[config.mk]
export PLATFORM = sky130hd
export DESIGN_NAME = nes_controller_emulator_flat
export DESIGN_NICKNAME = d
export VERILOG_FILES = /design/src/rtl/nes_controller_emulator_if.sv /design/src/rtl/nes_controller_emulator.sv /design/src/flat_wrapper.sv
export SDC_FILE = /design/constraint.sdc
export NUM_CORES = 1
export LEC_CHECK = 0
export BUFFER_PORTS_ARGS = -buffer_cell sky130_fd_sc_hd__buf_2
export CORE_ASPECT_RATIO = 1.5
export CORE_MARGIN = 4
export CORE_UTILIZATION = 30
export DETAILED_ROUTE_END_ITERATION = 7
export GPL_ROUTABILITY_DRIVEN = 0
export SKIP_LAST_GASP = 1
export SYNTH_ARGS = -nofsm -noshare
export SYNTH_HDL_FRONTEND = slang
export SYNTH_SLANG_ARGS = --single-unit
[constraint.sdc]
create_clock -name clk -period 1.79 [get_ports clk]
set_clock_uncertainty 0.1 [all_clocks]
set_input_delay 0.0895 -clock clk [delete_from_list [all_inputs] [get_ports clk]]
set_output_delay 0.0895 -clock clk [all_outputs]
set_load 0.05 [all_outputs]
[src/rtl/nes_controller_emulator_if.sv]
`default_nettype none
// ============================================================================
// Module   : nes_controller_emulator_if
// Brief    : Pad-side NES serial bus plus the local button and status signals.
// Revision : 1.0 - initial release
// ============================================================================
interface nes_controller_emulator_if;

  logic       nesLatch;
  logic       nesClk;
  logic [7:0] buttons;
  logic       nesData;
  logic       frameDone;
  logic [3:0] bitIndex;
  logic [7:0] frameCount;

  // master: console/host side driving latch, clock and the button source
  modport master (
    output nesLatch,
    output nesClk,
    output buttons,
    input  nesData,
    input  frameDone,
    input  bitIndex,
    input  frameCount
  );

  modport slave (
    input  nesLatch,
    input  nesClk,
    input  buttons,
    output nesData,
    output frameDone,
    output bitIndex,
    output frameCount
  );

endinterface

`default_nettype wire

[src/rtl/nes_controller_emulator.sv]
`default_nettype none
// ============================================================================
// Module   : nes_controller_emulator
// Brief    : CD4021-style NES pad endpoint, fully synchronous to clk.
// Revision : 1.0 - initial release
// ============================================================================
module nes_controller_emulator #(
  parameter int SYNC_STAGES = 2
) (
  input  logic                     clk,
  input  logic                     reset,
  nes_controller_emulator_if.slave bus
);

  typedef enum logic [1:0] {
    S_IDLE  = 2'd0,
    S_LOAD  = 2'd1,
    S_SHIFT = 2'd2,
    S_DONE  = 2'd3
  } state_t;

  logic [SYNC_STAGES-1:0] latch_sync_q;
  logic [SYNC_STAGES-1:0] clk_sync_q;
  logic                   latch_prev_q;
  logic                   clk_prev_q;
  logic                   latch_rise_q;
  logic                   latch_fall_q;
  logic                   clk_rise_q;

  logic                   w_latch_s;
  logic                   w_clk_s;
  logic [3:0]             w_idx_inc;
  logic                   w_load;

  state_t                 state_q, state_d;
  logic [7:0]             shadow_q, shadow_d;
  logic                   data_q, data_d;
  logic [3:0]             idx_q, idx_d;
  logic                   done_q, done_d;
  logic [7:0]             count_q, count_d;

  assign w_latch_s = latch_sync_q[SYNC_STAGES-1];
  assign w_clk_s   = clk_sync_q[SYNC_STAGES-1];
  assign w_idx_inc = idx_q + 4'd1;

  // Clock chain resets high so an idle-high nesClk yields no edge after reset.
  always_ff @(posedge clk or posedge reset) begin
    if (reset) begin
      latch_sync_q <= '0;
      clk_sync_q   <= '1;
      latch_prev_q <= 1'b0;
      clk_prev_q   <= 1'b1;
      latch_rise_q <= 1'b0;
      latch_fall_q <= 1'b0;
      clk_rise_q   <= 1'b0;
    end else begin
      latch_sync_q <= {latch_sync_q[SYNC_STAGES-2:0], bus.nesLatch};
      clk_sync_q   <= {clk_sync_q[SYNC_STAGES-2:0], bus.nesClk};
      latch_prev_q <= w_latch_s;
      clk_prev_q   <= w_clk_s;
      latch_rise_q <= w_latch_s & ~latch_prev_q;
      latch_fall_q <= ~w_latch_s & latch_prev_q;
      clk_rise_q   <= w_clk_s & ~clk_prev_q;
    end
  end

  always_comb begin
    state_d  = state_q;
    shadow_d = shadow_q;
    data_d   = data_q;
    idx_d    = idx_q;
    done_d   = 1'b0;
    count_d  = count_q;

    unique case (state_q)
      S_IDLE: begin
        data_d = 1'b1;
        idx_d  = 4'd0;
      end
      S_LOAD: begin
        if (latch_fall_q) begin
          state_d = S_SHIFT;
        end
      end
      S_SHIFT: begin
        if (clk_rise_q) begin
          idx_d = w_idx_inc;
          if (w_idx_inc[3]) begin
            data_d  = 1'b1;
            done_d  = 1'b1;
            count_d = count_q + 8'd1;
            state_d = S_DONE;
          end else begin
            data_d = ~shadow_q[w_idx_inc[2:0]];
          end
        end
      end
      S_DONE: begin
        data_d = 1'b1;
        idx_d  = 4'd8;
      end
    endcase

    // Parallel load wins over any shift, including a same-cycle clock edge.
    w_load = latch_rise_q | ((state_q == S_IDLE) & latch_prev_q) | (state_q == S_LOAD);
    if (w_load) begin
      shadow_d = bus.buttons;
      idx_d    = 4'd0;
      data_d   = ~bus.buttons[0];
      done_d   = 1'b0;
      count_d  = count_q;
      if (latch_rise_q || (state_q == S_IDLE)) begin
        state_d = S_LOAD;
      end
    end
  end

  always_ff @(posedge clk or posedge reset) begin
    if (reset) begin
      state_q  <= S_IDLE;
      shadow_q <= 8'd0;
      data_q   <= 1'b1;
      idx_q    <= 4'd0;
      done_q   <= 1'b0;
      count_q  <= 8'd0;
    end else begin
      state_q  <= state_d;
      shadow_q <= shadow_d;
      data_q   <= data_d;
      idx_q    <= idx_d;
      done_q   <= done_d;
      count_q  <= count_d;
    end
  end

  assign bus.nesData    = data_q;
  assign bus.frameDone  = done_q;
  assign bus.bitIndex   = idx_q;
  assign bus.frameCount = count_q;

endmodule

`default_nettype wire

[src/flat_wrapper.sv]
// flat-port wrapper written by rule: the top's interface ports become plain ports
module nes_controller_emulator_flat 
#(
  parameter int SYNC_STAGES = 2
)
  (clk, reset, bus_nesLatch, bus_nesClk, bus_buttons, bus_nesData, bus_frameDone, bus_bitIndex, bus_frameCount);
  nes_controller_emulator_if bus_i ();
  input  logic clk;
  input  logic reset;
  input wire logic [$bits(bus_i.nesLatch)-1:0] bus_nesLatch;
  input wire logic [$bits(bus_i.nesClk)-1:0] bus_nesClk;
  input wire logic [$bits(bus_i.buttons)-1:0] bus_buttons;
  output wire logic [$bits(bus_i.nesData)-1:0] bus_nesData;
  output wire logic [$bits(bus_i.frameDone)-1:0] bus_frameDone;
  output wire logic [$bits(bus_i.bitIndex)-1:0] bus_bitIndex;
  output wire logic [$bits(bus_i.frameCount)-1:0] bus_frameCount;
  assign bus_i.nesLatch = bus_nesLatch;
  assign bus_i.nesClk = bus_nesClk;
  assign bus_i.buttons = bus_buttons;
  assign bus_nesData = bus_i.nesData;
  assign bus_frameDone = bus_i.frameDone;
  assign bus_bitIndex = bus_i.bitIndex;
  assign bus_frameCount = bus_i.frameCount;
  nes_controller_emulator #(.SYNC_STAGES(SYNC_STAGES)) u_core (.clk(clk), .reset(reset), .bus(bus_i));
endmodule
==> impl_metrics.py <==
metrics = {
    "outcome": {
        "status": "finished clean",
    },
    "finish": {
        "layout-drive-gt1-share": 0.3538,
        "nFillCells": 486,
        "final_util": 0.4352,
        "antennaDiodeCount": 0,
        "area_delta_synth_final_pct": 39.57,
        "nets": 213,
    },
    "min_path": {
        "hold_path.class": "flop to flop",
        "min_from": "u_core.latch_sync_q[0]$_DFF_PP0_",
    },
    "cts": {
        "root_buffer": "clkbuf_8",
        "cts_tree": "built",
        "numCtsBuffers": 5,
        "clock_sinks": 33,
        "path_clk_slew_ns": 0.07,
        "insertion_delay_ns": 0.28,
        "cts_max_level": 2,
        "clockBufferDepth": 2,
    },
    "power_and_ir_drop": {
        "switching_share": 0.3634,
        "p_leak_nw": 1.042,
        "ir_worst_vdd_uv": 709.0,
        "p_per_area_mw_per_mm2": 1208,
        "netSwitchingPower_w": 0.0009335,
        "seqPwrFrac": 0.383,
        "p_clk_frac": 0.212,
        "internal_power_w": 0.001635,
        "combPwrFrac": 0.406,
    },
    "drt": {
        "drt_iter0_drc": 17,
        "dr_total_vias": 1196,
        "ant_nets": 0,
        "drt-total-wl_mm": 3.238,
        "post_drt_wl_per_cell_um": 12.41,
        "drcViolationCount": 0,
        "avgViaCountPerCell": 4.582,
        "first_pass_iters": 4,
    },
    "global_routing": {
        "grt-ovfl-total": 0,
        "grt_pass1_wl_mm": 5.561,
        "antenna_found_initial": 0,
        "grt_max_degree": 34,
        "grt_pass1_vias": 1224,
        "globalRouteTotalUtil": 0.1137,
    },
    "floorplan": {
        "row_count": 31,
        "die-height_um": 95.29,
        "initial_core_util": 0.3118,
        "die_area_mm2": 0.006308,
        "core_mm2": 0.004887,
        "io_pins": 26,
        "die_width_um": 66.20,
    },
    "logic_synthesis": {
        "syn_inst": 140,
        "synth-seq-cells": 33,
        "syn_area_mm2": 0.001524,
        "yosysSeqAreaShare": 0.5452,
        "synth-warning-count": 0,
        "syn_nets": 159,
        "synth_cell_types": 36,
        "syn_area_per_cell_um2": 10.89,
    },
    "timing": {
        "slew_headroom": 0.7186,
        "fin_crit_ns": 1.743,
        "clock.fmax_mhz": 573.9,
        "tightest_slew_ns": 0.4221,
        "setup_viol": 0,
        "rsz0062_at_grt": "yes",
        "setup_ws_ns": 0.04740,
        "fin_crit_sh": 0.9735,
        "hold_viol_final": 0,
        "slew_viol_final": 0,
    },
    "place": {
        "dp_hpwl_mm": 2.256,
        "port_buffers": 25,
        "dpl_worst_slack_ns": -0.08255,
    },
    "critical_path": {
        "crit_chain": "inv_1 > ha_4 > a211oi_4 > nand3_4 > nor2_4 > mux2_4",
        "worst_ep_required_time_ns": 1.86,
        "worstSetupStartpoint": "u_core.state_q[1]$_DFF_PP0_",
        "critPathArrivalTime_ns": 1.81,
        "crit_fanout": 7,
        "cp_slowest_cell": "dfrtp_1",
        "crit_path_start_kind": "flop",
        "cpPeakStageDelay_ns": 0.34,
        "reg2reg_from": "u_core.state_q[1]$_DFF_PP0_",
        "worstSetupPathType": "flop to flop",
        "endpoint_kind": "flop",
    },
    "job": {
        "drv_cap": 0,
    },
}
[synthesized netlist by cell type (all sizes together)]
| library cell | instances | area (um^2) |
|---|---|---|
| nand2 | 32 | 120.1 |
| dfrtp | 29 | 725.7 |
| xor2 | 8 | 70.07 |
| ha | 7 | 87.58 |
| nor2 | 6 | 25.03 |
| a21oi | 5 | 25.02 |
| inv | 5 | 18.77 |
| nand3 | 5 | 42.54 |
| nor2b | 5 | 31.28 |
| dfstp | 4 | 105.1 |
| o21ai | 4 | 20.01 |
| clkbuf | 3 | 11.26 |
| nor3 | 3 | 15.01 |
| nor4 | 3 | 18.77 |
| a31oi | 2 | 12.51 |
| mux2i | 2 | 20.02 |
| nand2b | 2 | 12.51 |
| xnor2 | 2 | 36.29 |
| a211o | 1 | 8.760 |
| a211oi | 1 | 12.51 |
| a221o | 1 | 10.01 |
| a311oi | 1 | 8.760 |
| buf | 1 | 5.000 |
| mux2 | 1 | 11.26 |
| mux4 | 1 | 22.52 |
| nand3b | 1 | 7.510 |
| nand4 | 1 | 6.260 |
| nor3b | 1 | 7.510 |
| o2111a | 1 | 11.26 |
| o22ai | 1 | 6.260 |
| o31a | 1 | 8.760 |
[routing by layer]
layer / up-vias / share of wire / global-route usage
li1: 577 / - / -
met1: 587 / 0.42 / 0.1304
met2: 27 / 0.52 / 0.2038
met3: 5 / 0.047 / 0.02712
met4: 0 / 0.011 / 0.03729
met5: - / 0 / 0
[sequential cells by signal (all words and copies together), names as in the netlist, 2 cells and up]
signal	cells
u_core.bus.frameCount	8
u_core.shadow_q	8
u_core.bus.bitIndex	4
u_core.clk_sync_q	2
u_core.latch_sync_q	2
u_core.state_q	2
[layout by cell type (no fill, tap or decap), types with 5 or more instances in the layout]
master,synthesis,layout
a21oi_1,5,5
nand2_1,32,32
buf_2,1,25
clkbuf_8,0,5
dlygate4sd3_1,0,11
nor2_1,5,5
dfrtp_1,29,27
xor2_1,8,8
buf_4,0,14
[stage by stage]
stage	cell area (um^2)	power, W	TNS (ns)	instances	hold slack (ns)
after floorplan	1531	0.001569	0	140	-0.006022
after global placement	1813	0.001841	-0.01021	239	0.09493
after detailed placement	1813	0.001853	-0.2213	239	0.09979
after CTS	2047	0.002454	-0.04817	260	0.2523
after global routing	2127	0.002737	-0.02586	261	0.2706
final	2127	0.002569	0	261	0.2492
[area by class of cell]
class,instances,area [um^2],area share
repair buffers,51,360.3,0.1694
clock inverters,1,7.507,0.003529
clock buffers,7,76.32,0.03588
well taps,66,82.58,0.03882
inverters,5,18.77,0.008824
multi-input cells,98,748.2,0.3518
flip-flops and latches,33,833.3,0.3918
[critical path: cells and delay by family (launching register included)]
kind / cells / cell delay (ns)
buffers and inverters: 1 / 0.09
AND/OR/NAND/NOR: 2 / 0.35
adder cells (fa/ha/maj): 1 / 0.19
multiplexers: 1 / 0.30
AO/OA/AOI/OAI: 1 / 0.26
flip-flops: 1 / 0.34
[path summary, 6_finish.rpt]
check	end	slack, ns	cells past startpoint
max reg2reg	u_core.bus.frameCount[1]$_DFFE_PP0P_	0.05	6
min in group asynchronous	u_core.shadow_q[7]$_DFFE_PP0N_	0.34	4
min reg2reg	u_core.latch_sync_q[1]$_DFF_PP0_	0.25	0
max	u_core.bus.frameCount[1]$_DFFE_PP0P_	0.05	6
min	u_core.latch_sync_q[1]$_DFF_PP0_	0.25	0
max in group asynchronous	u_core.bus.nesData$_DFFE_PP1P_	0.91	4
[cell families (layout without fill, tap and decap cells)]
group,Yosys count,after routing,share of synthesized area
compound gates,18,18,0.08128
simple gates,59,59,0.1880
fa+ha+maj,7,7,0.05747
xor+xnor,10,10,0.06979
flops,33,33,0.5452
mux,4,4,0.03530
buf+inv,9,64,0.02299
[power groups by stage]
stage,Combinational [W],Clock (W),Sequential (W)
6_report,0.00104,0.000543,0.000983
5_1_grt,0.00114,0.000586,0.00101
4_1_cts,0.000918,0.000552,0.000983
3_5_place_dp,0.000853,0,0.00100
3_3_place_gp,0.000845,0,0.000996
2_1_floorplan,0.000495,0,0.00107
[what timing repair did]
action	CTS	global route
pin swaps	4	7
endpoints found under the hold margin	40	0
setup buffers	2	2
setup endpoints to repair	4	12
hold buffers	11	0
gates resized for setup	5	12
No activity file was read; power rests on OpenSTA's default activity.
